<file path="src/rtl/dmem_arbiter.sv">
`default_nettype none
// ============================================================================
// Module      : dmem_arbiter
// Description : Two-port round-robin arbiter in front of a single-ported data
//               memory: one access per grant, loads answered one cycle later.
// Revision    : 1.0 - initial release
// ============================================================================
module dmem_arbiter #(
    parameter int ADDR_W = 6,
    parameter int DATA_W = 16
) (
    input  logic              clk,
    input  logic              reset,
    input  logic              req0,
    input  logic              req1,
    input  logic              we0,
    input  logic              we1,
    input  logic [ADDR_W-1:0] addr0,
    input  logic [ADDR_W-1:0] addr1,
    input  logic [DATA_W-1:0] wdata0,
    input  logic [DATA_W-1:0] wdata1,
    output logic              gnt0,
    output logic              gnt1,
    output logic              rvalid0,
    output logic              rvalid1,
    output logic [DATA_W-1:0] rdata,
    output logic [ADDR_W-1:0] mem_addr,
    output logic [DATA_W-1:0] mem_wdata,
    output logic              mem_read,
    output logic              mem_write,
    input  logic [DATA_W-1:0] mem_rdata,
    output logic              busy
);

    typedef enum logic [1:0] {
        IDLE   = 2'd0,
        ACCESS = 2'd1,
        RESP   = 2'd2
    } state_t;

    state_t            r_state;
    state_t            w_next_state;
    logic              r_sel;
    logic              r_we;
    logic              r_last;
    logic [ADDR_W-1:0] r_addr;
    logic [DATA_W-1:0] r_wdata;
    logic [DATA_W-1:0] r_rdata;
    logic              w_start;
    logic              w_pick1;

    // r_last = 1 means port 1 was served most recently, so port 0 wins a tie.
    always_comb begin
        w_start = 1'b0;
        w_pick1 = 1'b0;
        if (r_state == IDLE) begin
            w_start = req0 | req1;
            w_pick1 = req1 & (~req0 | ~r_last);
        end
    end

    always_ff @(posedge clk or posedge reset) begin
        if (reset) begin
            r_state <= IDLE;
            r_sel   <= 1'b0;
            r_we    <= 1'b0;
            r_last  <= 1'b1;
            r_addr  <= '0;
            r_wdata <= '0;
            r_rdata <= '0;
        end else begin
            r_state <= w_next_state;
            if (w_start) begin
                r_sel   <= w_pick1;
                r_we    <= w_pick1 ? we1 : we0;
                r_addr  <= w_pick1 ? addr1 : addr0;
                r_wdata <= w_pick1 ? wdata1 : wdata0;
            end
            if (r_state == ACCESS) begin
                r_last <= r_sel;
                if (!r_we) begin
                    r_rdata <= mem_rdata;
                end
            end
        end
    end

    always_comb begin
        w_next_state = r_state;
        gnt0         = 1'b0;
        gnt1         = 1'b0;
        rvalid0      = 1'b0;
        rvalid1      = 1'b0;
        mem_read     = 1'b0;
        mem_write    = 1'b0;
        busy         = 1'b1;
        case (r_state)
            IDLE: begin
                busy = 1'b0;
                if (w_start) begin
                    w_next_state = ACCESS;
                end
            end
            ACCESS: begin
                gnt0         = ~r_sel;
                gnt1         = r_sel;
                mem_read     = ~r_we;
                mem_write    = r_we;
                w_next_state = r_we ? IDLE : RESP;
            end
            RESP: begin
                rvalid0      = ~r_sel;
                rvalid1      = r_sel;
                w_next_state = IDLE;
            end
            default: begin
                w_next_state = IDLE;
            end
        endcase
    end

    assign mem_addr  = r_addr;
    assign mem_wdata = r_wdata;
    assign rdata     = r_rdata;

endmodule
`default_nettype wire

</file>
<file path="config.mk">
export PLATFORM = sky130hd
export DESIGN_NAME = dmem_arbiter
export DESIGN_NICKNAME = d
export VERILOG_FILES = /design/src/rtl/dmem_arbiter.sv
export SDC_FILE = /design/constraint.sdc
export NUM_CORES = 1
export LEC_CHECK = 0
export BUFFER_PORTS_ARGS = -buffer_cell sky130_fd_sc_hd__buf_2
export CORE_ASPECT_RATIO = 0.8
export CORE_MARGIN = 4
export CORE_UTILIZATION = 35
export DETAILED_ROUTE_END_ITERATION = 6
export GPL_TIMING_DRIVEN = 1
export PLACE_DENSITY_LB_ADDON = 0.25
export SYNTH_ARGS = -nofsm -noshare
export SYNTH_HDL_FRONTEND = slang
export SYNTH_SLANG_ARGS = --single-unit
</file>
<file path="constraint.sdc">
create_clock -name clk -period 3.3 [get_ports clk]
set_input_delay 0.33 -clock clk [delete_from_list [all_inputs] [get_ports clk]]
set_output_delay 0.33 -clock clk [all_outputs]
set_load 0.05 [all_outputs]
</file>
==> results.txt <==
----------------------------------------------------
[Placed design]
  Placement Cell Area ... 2600 µm²
  Routability cong. ... 0.736
  Number of I/O port buffers ... 110
  DP Wirelength ... 3890 µm
  Number of placed instances with taps included ... 360

[Clocking]
  Post-CTS Setup Repair Bufs ... 0
  Total CTS buffers ... 5
  Post-cts gate resize count ... 0
  Root buf cell ... clkbuf_8
  CTS tree ... done
  Cts hold-fix bufs ... 0
  Number of clock sinks seen by CTS ... 43
  Post-CTS clock slew at the launch and capture registers of the worst setup and hold paths ... 0.08 ns
  Maximum level of the CTS H-tree ... 2
  Clock latency on the worst-skew pair ... 0.29 ns
  Clk buf depth ... 2

[Timing]
  Accumulated negative setup slack ... 0 ns
  Max_slew headroom ... 0.325
  Count of pins over their slew limit ... 0
  Slew at the pin closest to its max-slew limit ... 1.01 ns
  Time the worst path needs with I/O delays and setup ... 2.42 ns
  Period utilization ... 0.732
  RSZ-0062 raised after global routing ... false
  Maximum operating frequency ... 0.414 GHz
  Final Hold Violating Endpoints ... 0
  Final count of negative-setup-slack endpoints ... 0
  Setup clock skew after layout ... 0.00552 ns

[GRT]
  Global-route wire length before repair ... 9070 µm
  Pin count of the biggest net entering global routing ... 44
  Overflow after GRT ... 0
  Via count of the first global-routing pass ... 1827
  Tot GR Track Use ... 0.159
  Antenna violations before repair ... 0

[Floorplan]
  DIE HEIGHT ... 76.1 µm
  Total core area ... 5530 µm²
  Total Die Area ... 7080 µm²
  Total I/O pin count ... 111
  Die Width ... 93.1 µm
  Initial standard-cell utilization of the core ... 0.367
  Number of rows in the core area ... 24

[Power and ir drop]
  Internal power of the cells ... 1.49 mW
  Static Leak ... 1.35 nW
  Pwr dens ... 1260 nW/µm²
  Part of the power in registers ... 0.284
  Switching share of total power ... 0.558
  Part of the total power dissipated in combinational logic ... 0.620
  Clock network power share ... 0.096
  VDD IR-drop max ... 0.563 mV
  Overall power of the completed layout ... 3.38 mW
  Psw ... 1.89 mW

[Detailed routing]
  Average via count per standard cell ... 4.90
  Detailed Routing Iterations Pass 1 ... 4
  Vias post-DR ... 1803
  Number of violations reported at the end of detailed-routing iteration 0 ... 132
  Count of unresolved DRC violations after routing ... 0
  Routed Antenna Nets ... 0
  Wire length after detailed routing ... 5520 µm
  Average wire length per cell after detail routing ... 15.0 µm

[Flow run]
  Max-cap violation count ... 0

[Critical path]
  End point of the critical path ... busy
  Reg-to-reg startpoint ... r_state[0]$_DFFE_PP0P_
  Critical-path maximum fanout ... 26
  Startpoint of the most critical setup path ... r_state[0]$_DFFE_PP0P_
  Worst Reg-to-Reg Cells ... 4
  Critical setup path kind ... flop to output port
  Critical Path Start Type ... flop
  Kind of end point of the critical path ... output port
  End of the worst register-to-register path ... mem_addr[5]$_DFFE_PP0P_
  WP data required ... 2.97 ns
  Arr. time, crit path ... 2.09 ns
  Flop-to-flop setup slack ... 1.26 ns

[Layout]
  Final instance area ... 2680 µm²
  # fillers ... 574
  Area growth from synthesis to final layout ... 32.1%
  Net count reported at finish ... 355
  Leading cell types in the layout, fill and taps excluded ... 110 x buf_2, 42 x dfrtp_1, 27 x inv_1, 23 x nand4_1, 23 x o21ai_0
  Commonest non-fill, non-tap cell in the layout ... buf_2
  Antenna Diode Count ... 0
  Non-filler instance count after layout ... 368
  Area taken by flip-flops and latches ... 1080 µm²
  Total area of multi-input combinational cells ... 758 µm²
  Share of cells above drive strength 1 ... 0.483

[Yosys]
  Avg Cell Area, Syn ... 10.8 µm²
  Count of warnings emitted by yosys ... 0
  Seq/Total Area, Yosys ... 0.531
  Post-synth design cell area ... 2030 µm²
  Number of standard cells after synthesis ... 187
  Flop and latch count out of synthesis ... 43
  Syn Nets ... 253
  Netlist cell types ... 20

[Run status]
  Status ... complete, no violations

[Min path]
  Worst hold path type ... primary input to asynchronous set/reset pin

----------------------------------------------------
## layout make-up
cell class,instances,share of cell area
Clock buffer,7,0.0285
Timing Repair Buffer,111,0.208
Tap cell,78,0.0364
Sequential cell,43,0.402
Clock inverter,1,0.00187
Multi-Input combinational cell,100,0.283
Inverter,28,0.0393
## how the worst min path moves through the flow
stage,end,start,cells past startpoint,slack [ns]
6_report,rdata[3]$_DFFE_PP0P_,reset,2,0.23
5_1_grt,rdata[10]$_DFFE_PP0P_,mem_rdata[10],2,0.26
4_1_cts,rdata[6]$_DFFE_PP0P_,reset,2,0.26
3_5_place_dp,rdata[6]$_DFFE_PP0P_,rdata[6]$_DFFE_PP0P_,1,0.49
3_3_place_gp,rdata[6]$_DFFE_PP0P_,rdata[6]$_DFFE_PP0P_,1,0.48
2_1_floorplan,rdata[10]$_DFFE_PP0P_,mem_rdata[10],1,0.48
## power by group through the flow
stage | sequential, mW | clock [mW] | combinational (mW)
6_report | 0.960 | 0.324 | 2.10
5_1_grt | 1.00 | 0.362 | 2.23
4_1_cts | 0.963 | 0.335 | 2.11
3_5_place_dp | 0.970 | 0 | 2.11
3_3_place_gp | 0.971 | 0 | 2.10
2_1_floorplan | 1.81 | 0 | 0.828
## critical path, stage by stage (launching register included)
cell	delay [ns]
dfrtp_1	0.46
nor2_4	0.49
inv_1	0.49
buf_2	0.35
## routing by layer
metal  part of all wire  GRT usage  vias up
met5                  0          0        -
met4              0.018     0.0527        0
met3               0.10     0.0513       11
met2               0.42      0.220       95
met1               0.46      0.231      804
li1                   -          -      893
## cell usage after synthesis
library cell / instances / share of area
nor3b_1: 2 / 0.0074
nand2_1: 1 / 0.0019
o311ai_0: 4 / 0.017
buf_2: 3 / 0.0074
o21ai_0: 23 / 0.057
mux2_2: 16 / 0.089
o21ai_2: 1 / 0.0043
nor2_4: 1 / 0.0056
clkbuf_1: 10 / 0.019
dfrtp_1: 42 / 0.52
nand2b_4: 1 / 0.0068
a21o_1: 2 / 0.0074
nor2_1: 5 / 0.0093
and3_4: 1 / 0.0056
dfstp_2: 1 / 0.013
inv_1: 28 / 0.052
nand4_1: 23 / 0.071
nor2_8: 1 / 0.0099
o311ai_1: 19 / 0.082
buf_6: 3 / 0.017
## cells by family after synthesis
logic type      share of synthesized area
compound gates                      0.168
mux                                0.0889
simple gates                        0.117
buf+inv                            0.0944
flops                               0.531
## state kept, by name (all words and copies together), names as in the netlist
register / cells
mem_addr: 6
r_last: 1
r_we: 1
rdata: 16
r_state: 2
mem_wdata: 16
r_sel: 1
## metrics by stage
step / hold slack [ns] / setup WS, ns / utilization
finish: 0.232 / 0.883 / 0.485
CTS: 0.258 / 0.891 / 0.485
detailed placement: 0.490 / 1.23 / 0.470
global route: 0.257 / 0.714 / 0.485
global placement: 0.485 / 1.20 / 0.470
floorplan: 0.482 / 1.36 / -
Note: power is estimated with default switching activity, not from simulation.
